## src/rtl/ibuf_read_pkg.sv

```systemverilog
// Shared types and constants for the input-buffer read controller.
// Holds the controller state encoding and the post-issue drain length.
package ibuf_read_pkg;

  typedef enum logic [1:0] {
    IDLE  = 2'd0,
    ISSUE = 2'd1,
    DRAIN = 2'd2,
    DONE  = 2'd3
  } state_e;

  // The last bank-0 request still has to ripple down the skew and through the bank latency.
  function automatic int drain_cycles(input int num_banks, input int read_latency);
    return num_banks - 1 + read_latency;
  endfunction

endpackage

```

## src/rtl/ibuf_read_skew.sv

```systemverilog
// Triangular delay chain: lane n carries the lane-0 input delayed by n cycles.
// Lane 0 is a combinational pass-through; the chain shifts every cycle.
module ibuf_read_skew #(
  parameter int WIDTH = 1,
  parameter int DEPTH = 2
) (
  input  logic                   clk,
  input  logic                   reset,
  input  logic [WIDTH-1:0]       data_i,
  output logic [DEPTH*WIDTH-1:0] data_o
);

  assign data_o[WIDTH-1:0] = data_i;

  if (DEPTH > 1) begin : g_chain
    logic [WIDTH-1:0] stage_q [DEPTH-1];

    // NOTE: every stage is reset (not left as plain storage) so reset drops in-flight requests.
    always_ff @(posedge clk or posedge reset) begin
      if (reset) begin
        for (int i = 0; i < DEPTH - 1; i++) stage_q[i] <= '0;
      end else begin
        stage_q[0] <= data_i;
        for (int i = 1; i < DEPTH - 1; i++) stage_q[i] <= stage_q[i-1];
      end
    end

    for (genvar n = 1; n < DEPTH; n++) begin : g_lane
      assign data_o[n*WIDTH +: WIDTH] = stage_q[n-1];
    end
  end

endmodule

```

## src/rtl/ibuf_read_ctrl.sv

```systemverilog
// Read-side controller for the banked input buffer: walks a tile descriptor and
// issues diagonally skewed per-bank reads, returning data with a per-bank valid.
module ibuf_read_ctrl
  import ibuf_read_pkg::*;
#(
  parameter int NUM_BANKS       = 64,
  parameter int DATA_WIDTH      = 8,
  parameter int READ_ADDR_WIDTH = 8,
  parameter int READ_LATENCY_B  = 1,
  parameter int LOOP_WIDTH      = 16
) (
  input  logic                                 clk,
  input  logic                                 reset,
  input  logic                                 start,
  input  logic [READ_ADDR_WIDTH-1:0]           base_addr,
  input  logic [READ_ADDR_WIDTH-1:0]           row_stride,
  input  logic [LOOP_WIDTH-1:0]                num_rows,
  input  logic [LOOP_WIDTH-1:0]                num_repeats,
  input  logic                                 stall,
  output logic                                 busy,
  output logic                                 done,
  output logic [NUM_BANKS-1:0]                 bs_read_req,
  output logic [NUM_BANKS*READ_ADDR_WIDTH-1:0] bs_read_addr,
  input  logic [NUM_BANKS*DATA_WIDTH-1:0]      bs_read_data,
  output logic [NUM_BANKS*DATA_WIDTH-1:0]      sa_data,
  output logic [NUM_BANKS-1:0]                 sa_data_valid
);

  localparam int DRAIN_LEN = drain_cycles(NUM_BANKS, READ_LATENCY_B);
  localparam int DRAIN_W   = $clog2(DRAIN_LEN + 1);
  localparam int LANE_W    = READ_ADDR_WIDTH + 1;

  state_e                     state_q;
  logic                       busy_q, done_q;
  logic [READ_ADDR_WIDTH-1:0] base_q, stride_q, addr_off_q;
  logic [LOOP_WIDTH-1:0]      rows_q, reps_q, row_cnt_q, rep_cnt_q;
  logic [DRAIN_W-1:0]         drain_cnt_q;

  logic                       issue_d, last_row_d, last_rep_d;
  logic [LANE_W-1:0]          lane0_d;
  logic [NUM_BANKS*LANE_W-1:0] lanes;
  logic [NUM_BANKS-1:0]       vld_q [READ_LATENCY_B];

  // NOTE: every always_comb output gets a default first, so no path can infer a latch.
  always_comb begin
    issue_d    = (state_q == ISSUE) && !stall;
    last_row_d = (row_cnt_q == rows_q - LOOP_WIDTH'(1));
    last_rep_d = (rep_cnt_q == reps_q - LOOP_WIDTH'(1));
    lane0_d    = '0;
    if (issue_d) lane0_d = {1'b1, base_q + addr_off_q};
  end

  // NOTE: sequential state uses non-blocking assignments only, so all registers update together.
  always_ff @(posedge clk or posedge reset) begin
    if (reset) begin
      state_q     <= IDLE;
      busy_q      <= 1'b0;
      done_q      <= 1'b0;
      base_q      <= '0;
      stride_q    <= '0;
      rows_q      <= '0;
      reps_q      <= '0;
      row_cnt_q   <= '0;
      rep_cnt_q   <= '0;
      addr_off_q  <= '0;
      drain_cnt_q <= '0;
    end else begin
      done_q <= 1'b0;
      unique case (state_q)
        IDLE: begin
          if (start) begin
            base_q     <= base_addr;
            stride_q   <= row_stride;
            rows_q     <= num_rows;
            reps_q     <= num_repeats;
            row_cnt_q  <= '0;
            rep_cnt_q  <= '0;
            addr_off_q <= '0;
            busy_q     <= 1'b1;
            if (num_rows == '0 || num_repeats == '0) begin
              state_q <= DONE;
              done_q  <= 1'b1;
            end else begin
              state_q <= ISSUE;
            end
          end
        end
        ISSUE: begin
          if (issue_d) begin
            if (last_row_d) begin
              row_cnt_q  <= '0;
              addr_off_q <= '0;
              rep_cnt_q  <= rep_cnt_q + LOOP_WIDTH'(1);
              if (last_rep_d) begin
                state_q     <= DRAIN;
                drain_cnt_q <= '0;
              end
            end else begin
              row_cnt_q  <= row_cnt_q + LOOP_WIDTH'(1);
              addr_off_q <= addr_off_q + stride_q;
            end
          end
        end
        DRAIN: begin
          if (drain_cnt_q == DRAIN_W'(DRAIN_LEN - 1)) begin
            state_q <= DONE;
            done_q  <= 1'b1;
          end else begin
            drain_cnt_q <= drain_cnt_q + DRAIN_W'(1);
          end
        end
        DONE: begin
          state_q <= IDLE;
          busy_q  <= 1'b0;
        end
      endcase
    end
  end

  ibuf_read_skew #(
    .WIDTH (LANE_W),
    .DEPTH (NUM_BANKS)
  ) u_skew (
    .clk    (clk),
    .reset  (reset),
    .data_i (lane0_d),
    .data_o (lanes)
  );

  for (genvar n = 0; n < NUM_BANKS; n++) begin : g_bank
    assign bs_read_req[n] = lanes[n*LANE_W + READ_ADDR_WIDTH];
    assign bs_read_addr[n*READ_ADDR_WIDTH +: READ_ADDR_WIDTH] = lanes[n*LANE_W +: READ_ADDR_WIDTH];
  end

  // Valid tracks the fixed bank latency; the data itself is not re-registered.
  always_ff @(posedge clk or posedge reset) begin
    if (reset) begin
      for (int i = 0; i < READ_LATENCY_B; i++) vld_q[i] <= '0;
    end else begin
      vld_q[0] <= bs_read_req;
      for (int i = 1; i < READ_LATENCY_B; i++) vld_q[i] <= vld_q[i-1];
    end
  end

  assign sa_data_valid = vld_q[READ_LATENCY_B-1];
  assign sa_data       = bs_read_data;
  assign busy          = busy_q;
  assign done          = done_q;

endmodule

```

## config.mk

```make
export PLATFORM = sky130hd
export DESIGN_NAME = ibuf_read_ctrl
export DESIGN_NICKNAME = d
export VERILOG_FILES = /design/src/rtl/ibuf_read_pkg.sv /design/src/rtl/ibuf_read_skew.sv /design/src/rtl/ibuf_read_ctrl.sv
export SDC_FILE = /design/constraint.sdc
export NUM_CORES = 1
export LEC_CHECK = 0
export CAP_MARGIN = 20
export CORE_AREA = 5 5 671 673
export CTS_BUF_LIST = sky130_fd_sc_hd__clkbuf_4 sky130_fd_sc_hd__clkbuf_8
export DETAILED_ROUTE_END_ITERATION = 12
export DIE_AREA = 0 0 676 678
export MAX_ROUTING_LAYER = met4
export SLEW_MARGIN = 20
export SYNTH_ARGS = -nofsm -noshare
export SYNTH_HDL_FRONTEND = slang
export SYNTH_SLANG_ARGS = --single-unit
```

## constraint.sdc

```tcl
create_clock -name clk -period 23.2 [get_ports clk]
set_input_delay 3.48 -clock clk [delete_from_list [all_inputs] [get_ports clk]]
set_output_delay 3.48 -clock clk [all_outputs]
set_load 0.01 [all_outputs]
```

# Word level (Yosys, flattened, before mapping)
# Cells that the tools add are included.
totals:
  reg_bits: 730
  latchBits: 0
  mem_bits_rw: 0
  rom_bits: 0
  in_bits: 564
  output_inout_bits: 1154
  wordCells: 139
  memories: 0
classes:
  add_sub_neg: 7
  mul: 0
  div_mod_pow: 0
  n_lt_le_gt_ge: 0
  n_eq_ne: 12
  shift: 0
  mux: 30
  n_bitwise: 0
  reduce_logical: 15
op_table:
  columns: ["operator", "n"]
  rows:
  - ["16-bit two-way mux", 5]
  - ["16-bit one-hot mux with 2 select lines", 2]
  - ["16-bit by 1-bit adder with 16-bit output, second input constant", 2]
  - ["16-bit == test", 2]
  - ["16-bit zero test", 2]
  - ["16-bit by 1-bit subtractor with 16-bit output, second input constant", 2]
  - ["7-bit two-way mux", 4]
  - ["8-bit two-way mux", 3]
  - ["8-bit adder", 2]
  - ["8-bit one-hot mux with 2 select lines", 1]
  - ["7-bit one-hot mux with 2 select lines", 1]
  - ["2-bit two-way mux", 6]
  - ["2-bit inequality test, second input constant", 6]
  - ["5-bit AND reduction", 2]
  - ["9-bit two-way mux", 1]
  - ["2-bit one-hot mux with 4 select lines", 1]
  - ["7-bit by 1-bit adder with 7-bit output, second input constant", 1]
  - ["7-bit by 6-bit == test with 1-bit output, second input constant", 1]
  - ["2-bit nonzero test", 3]
  - ["2-bit == test, second input constant", 2]
  - ["1-bit two-way mux", 4]
  - ["1-bit one-hot mux with 2 select lines", 2]
  - ["2-bit AND reduction", 2]
  - ["4-bit AND reduction", 1]
  - ["6 further kinds", 6]

# Longest topological paths before layout
logic_depth:
  word_depth: 6
  mapped_depth: 13

# Modules after synthesis
# A second synthesis with hierarchy kept.
unflattened:
  cells_unflattened: 1769
  hier_area_um2: 25767.2
by_module_without_submodules:
  columns: ["mod", "instances", "cells_each", "area_per_inst_um2"]
  rows:
  - ["ibuf_read_skew", 1, 577, 14259.9]
  - ["ibuf_read_ctrl", 1, 1192, 11507.3]

# Least setup slack after synthesis
# No wires, ideal clock.
synth_timing:
  path_type: "input to output"
  start: "input port stall"
  end: "output port bs_read_addr[0]"
  t_arrival_ps: 4086
  path_slack_ps: 15634
  cell_stages: 4
  cell_sequence: "nand2b_1 -> clkbuf_1 -> inv_1 -> and2_1"
synth_between:
  elab_chain_cells: 3
synth_lines:
  columns: ["item", "line_no", "rtl"]
  rows:
  - ["start: declaration", "ibuf_read_ctrl.sv:19", "input logic stall,"]
  - ["1-bit zero test", "ibuf_read_ctrl.sv:46", "issue_d = (state_q == ISSUE) && !stall;"]
  - ["1-bit logical AND", "ibuf_read_ctrl.sv:46", null]
  - ["net issue_d", "ibuf_read_ctrl.sv:39", "logic issue_d, last_row_d, last_rep_d;"]
  - ["9-bit two-way mux", "ibuf_read_ctrl.sv:50", "if (issue_d) lane0_d = {1'b1, base_q + addr_off_q};"]
  - ["end: declaration", "ibuf_read_ctrl.sv:23", "output logic [NUM_BANKS*READ_ADDR_WIDTH-1:0] bs_read_addr,"]
# The timed path passes the listed nets, and every way through them passes these cells.

# Final worst setup path
layout_timing:
  start: "input port stall"
  end: "output port bs_read_addr[1]"
layout_between:
  elab_chain_cells: 3
layout_lines:
  columns: ["item", "line_no"]
  rows:
  - ["1-bit zero test", "ibuf_read_ctrl.sv:46"]
  - ["1-bit logical AND", "ibuf_read_ctrl.sv:46"]
  - ["9-bit two-way mux", "ibuf_read_ctrl.sv:50"]
# No other way between the ends.

==> run summary <==
Combined area of all synthesized cells - 24760 µm²
Syn nets - 2366
CP max stage delay - 0.50 ns
Clk buf depth - 4
Area taken by multi-input logic gates - 3528 µm²
Clk slew on worst S/H paths - 0.06 ns
Number of buffers and inverters on the critical path - 3
Part of the power in the clock network - 0.313
Number of antenna violations at the first check in global routing - 15
Min Tclk post-route - 8.829 ns
Share of the yosys chip area belonging to registers - 0.6741
Setup Viol. Count Final - 0
Internal portion of total power - 2.734 mW
Vias per inst - 2.007
Wire length of the first global-routing pass - 299.9 mm
Final slew viol count - 0
Cell at the root of the clock tree - sky130_fd_sc_hd__clkbuf_8
Max transition margin - 0.3576
FF+latch count, synth - 667
Outcome - finished, final reports clean
Type of the worst setup path - in2out
CP delay by family, top - buffers and inverters
Boundary Pins - 1718
VDD IR-drop max - 0.07172 mV
Resize count post-CTS - 0
Overall die area - 458300 µm²
Core footprint - 443600 µm²
Leakage - 14.41 nW
Leading area contributor after synthesis - sky130_fd_sc_hd__dfrtp_1
1st-iter DRT viols - 1233
Post-synthesis instance total - 1777
H-tree levels - 3
Final core occ - 0.08478
Count of flip-flops with a built-in enable after synthesis - 0
Fraction of final layout cells sized beyond drive strength 1 - 0.1469
Count of nets after finishing - 2591
Remaining global-route overflow - 0
Critical path capture point type - output pin
Vias after detailed routing - 16.12k
Number of hold buffers added after CTS - 0
Pwr Density - 109.7 nW/µm²
Most frequent cells in the layout - sky130_fd_sc_hd__clkdlybuf4s50_1 (690), sky130_fd_sc_hd__dfrtp_1 (667), sky130_fd_sc_hd__clkbuf_8 (148), sky130_fd_sc_hd__nor2_1 (54), sky130_fd_sc_hd__mux2_2 (52)
Final worst-path setup slack - 14.37 ns
Crit path max-delay cell type - sky130_fd_sc_hd__clkdlybuf4s50_1
Nature of the critical path startpoint - input pin
Core Rows - 245
Drt first pass iters - 5
Weighted congestion reported at the end of routability-driven placement - 0.9159
Total clock buffers created by CTS - 119
Total routed wirelength - 264.5 mm
Number of remaining DRC errors - 0
Flop pwr share - 0.417
RSZ-0062 raised after global routing - no
Most common flop cell mapped by yosys - sky130_fd_sc_hd__dfrtp_1
Share of the synthesized area in the top cell type - 0.6741
TritonCTS clock tree - built
Via count of the first global-routing pass - 15.55k
Switching Share - 0.3374
Worst endpoint data arrival time - 5.35 ns
Data required time of the critical path - 19.72 ns
Fraction of power consumed by combinational cells - 0.270
Worst clock skew - 0.09423 ns
Chip height - 678 µm
Hold Vio Cnt, Final - 0
Top achievable clock speed - 0.1133 GHz
Critical path peak fanout - 8
Number of buffers added for setup after CTS - 0
Area growth syn-to-layout - 51.89%
Most frequent cell on the critical path - sky130_fd_sc_hd__clkdlybuf4s50_1
Avg Synthesized Cell Area - 13.93 µm²
Detailed Place HPWL - 236.1 mm
Largest net degree at the start of global routing - 77
Worst slew pin tran - 0.9618 ns
Number of filler instances in the final layout - 51.11k
NetSw - 1.392 mW
Avg WL per Cell - 32.92 µm
Total global routing track utilization - 0.1133
Count of antenna-violating nets left after detailed routing - 0
Seq. cell area - 16690 µm²
Summed negative setup slack over all endpoints - 0 ns
Count of placed standard cells including taps - 7809
Most common cell after layout, fill and taps aside - sky130_fd_sc_hd__clkdlybuf4s50_1
Effective utilization at floorplan - 0.05582
Post-route insts no fill - 8032
Die boundary width - 676 µm
Cells traversed along the worst timing path - clkdlybuf4s50_1 > nand2b_1 > inv_1 > and2_1 > clkdlybuf4s50_1
Library cells used by synthesis - 67
Share of flip-flops with an asynchronous set or reset - 1.000
Clk sink count - 667
Total number of yosys warnings - 0
Number of buffers inserted by port buffering - 693
Cells taking the most area after synthesis - sky130_fd_sc_hd__dfrtp_1 (67%), sky130_fd_sc_hd__buf_4 (17%), sky130_fd_sc_hd__mux2_2 (2.4%)
Fin crit share - 0.3806
Pre-CTS setup slack - 14.33 ns
Max capacitance violation total - 0
Path type of the worst min-delay path - reg2reg
Later-pin clock latency in the skew report - 0.95 ns
-- power groups by stage --
stage	Clock [mW]	Sequential [mW]	Combinational [mW]
floorplan	0	1.68	0.464
global placement	0	1.75	1.14
detailed placement	0	1.75	1.14
CTS	1.35	1.74	1.14
global route	1.39	1.76	1.19
finish	1.29	1.72	1.11
-- synthesized netlist by cell type, types with 2 or more instances --
master                     number
sky130_fd_sc_hd__a21oi_1       26
sky130_fd_sc_hd__xnor2_1       37
sky130_fd_sc_hd__or2_2          2
sky130_fd_sc_hd__mux2_2        52
sky130_fd_sc_hd__or4_1          5
sky130_fd_sc_hd__nor2_1        55
sky130_fd_sc_hd__o21bai_1       6
sky130_fd_sc_hd__a21o_1        10
sky130_fd_sc_hd__a211oi_1       2
sky130_fd_sc_hd__nand4b_1       3
sky130_fd_sc_hd__o21ai_0       19
sky130_fd_sc_hd__and4_1         3
sky130_fd_sc_hd__dfrtp_1      667
sky130_fd_sc_hd__nand2b_1       7
sky130_fd_sc_hd__buf_2          4
sky130_fd_sc_hd__and3_1        10
sky130_fd_sc_hd__or3_1          6
sky130_fd_sc_hd__nor4_1        21
sky130_fd_sc_hd__o22ai_1        4
sky130_fd_sc_hd__nor2b_1        4
sky130_fd_sc_hd__fa_1           2
sky130_fd_sc_hd__mux2i_1        6
sky130_fd_sc_hd__xor2_1        31
sky130_fd_sc_hd__nand4_1       17
sky130_fd_sc_hd__nand2_1       28
sky130_fd_sc_hd__a311oi_1       2
sky130_fd_sc_hd__o31a_1         2
sky130_fd_sc_hd__o21a_1         2
sky130_fd_sc_hd__nor3b_1        2
sky130_fd_sc_hd__inv_1         24
sky130_fd_sc_hd__o31ai_1        2
sky130_fd_sc_hd__a31o_2         2
sky130_fd_sc_hd__and2_1         5
sky130_fd_sc_hd__clkbuf_1      23
sky130_fd_sc_hd__a22o_1         9
sky130_fd_sc_hd__nor3_1        16
sky130_fd_sc_hd__ha_1          23
sky130_fd_sc_hd__buf_1          4
sky130_fd_sc_hd__o211ai_1       6
sky130_fd_sc_hd__buf_4        577
sky130_fd_sc_hd__a31oi_1        2
sky130_fd_sc_hd__nand3_1       22
sky130_fd_sc_hd__a221o_1        3
-- final cells by class --
| type | count | area share |
|---|---|---|
| sequential | 667 | 0.4438 |
| tap | 5928 | 0.1972 |
| timing repair buffer | 713 | 0.1882 |
| multi-input combinational | 477 | 0.09382 |
| clock buffer | 183 | 0.06115 |
| clock inverter | 33 | 0.01264 |
| inverter | 24 | 0.002595 |
| antenna | 7 | 0.0004658 |
-- per-layer routing --
layer | wire length, µm | track usage | vias to the layer above
li1 | - | - | 5778
met1 | 58880 | 0.07015 | 7750
met2 | 92630 | 0.1333 | 2404
met3 | 107800 | 0.2150 | 192
met4 | 5100 | 0.02031 | 0
met5 | 0 | - | -
-- path summary, 6_finish.rpt --
| kind | from | cells past startpoint | to | slack (ns) |
|---|---|---|---|---|
| worst max-delay path | stall | 5 | bs_read_addr[1] | 14.37 |
| worst min-delay path | u_skew.data_o[191] | 0 | u_skew.data_o[200] | 0.34 |
| worst max register to register | reps_q[0] | 8 | state_q[1] | 18.89 |
| worst min register to register | u_skew.data_o[191] | 0 | u_skew.data_o[200] | 0.34 |
| max in group asynchronous | reset | 7 | u_skew.data_o[223] | 16.00 |
| min in group asynchronous | reset | 2 | u_skew.data_o[236] | 3.04 |
-- cell families (layout without fill, tap and decap cells) --
kind of cell               after synthesis  count (layout)  synth area share
AOI/OAI and AO/OA                      112             112           0.03204
and+or+nand+nor                        214             214           0.04649
adders and majority gates               25              25           0.01324
xor gates and xnor gates                68              68           0.02405
buffers and inverters                  633             953            0.1839
muxes                                   58              58           0.02608
DFF                                    667             667            0.6741
other                                    0               7                 0
-- worst register-to-register path: stages (launching register included) --
cell and delay (ns):
sky130_fd_sc_hd__dfrtp_1 0.46, sky130_fd_sc_hd__or3_1 0.73, sky130_fd_sc_hd__a211oi_2 0.91, sky130_fd_sc_hd__o2111ai_1 0.29
sky130_fd_sc_hd__nor4_1 0.34, sky130_fd_sc_hd__o2111a_1 0.43, sky130_fd_sc_hd__a31oi_2 0.25, sky130_fd_sc_hd__a211oi_1 0.42
sky130_fd_sc_hd__mux2_2 0.37
-- state kept, by name, indices dropped and copies added, names as in the netlist --
name           cells
state_q            2
addr_off_q         8
busy               1
reps_q            16
base_q             8
row_cnt_q         16
sa_data_valid     64
rep_cnt_q         16
drain_cnt_q        7
rows_q            16
stride_q           8
u_skew.data_o    504
done               1
-- stage by stage --
step / hold slack, ns / power, mW / area (µm²)
floorplan: 0.4160 / 2.145 / 24760
global placement: 0.3552 / 2.884 / 34810
detailed placement: 0.3570 / 2.891 / 34810
CTS: 0.3067 / 4.226 / 37590
finish: 0.3362 / 4.126 / 37610
global route: 0.3419 / 4.340 / 37590
Note: power is estimated with default switching activity, not from simulation.
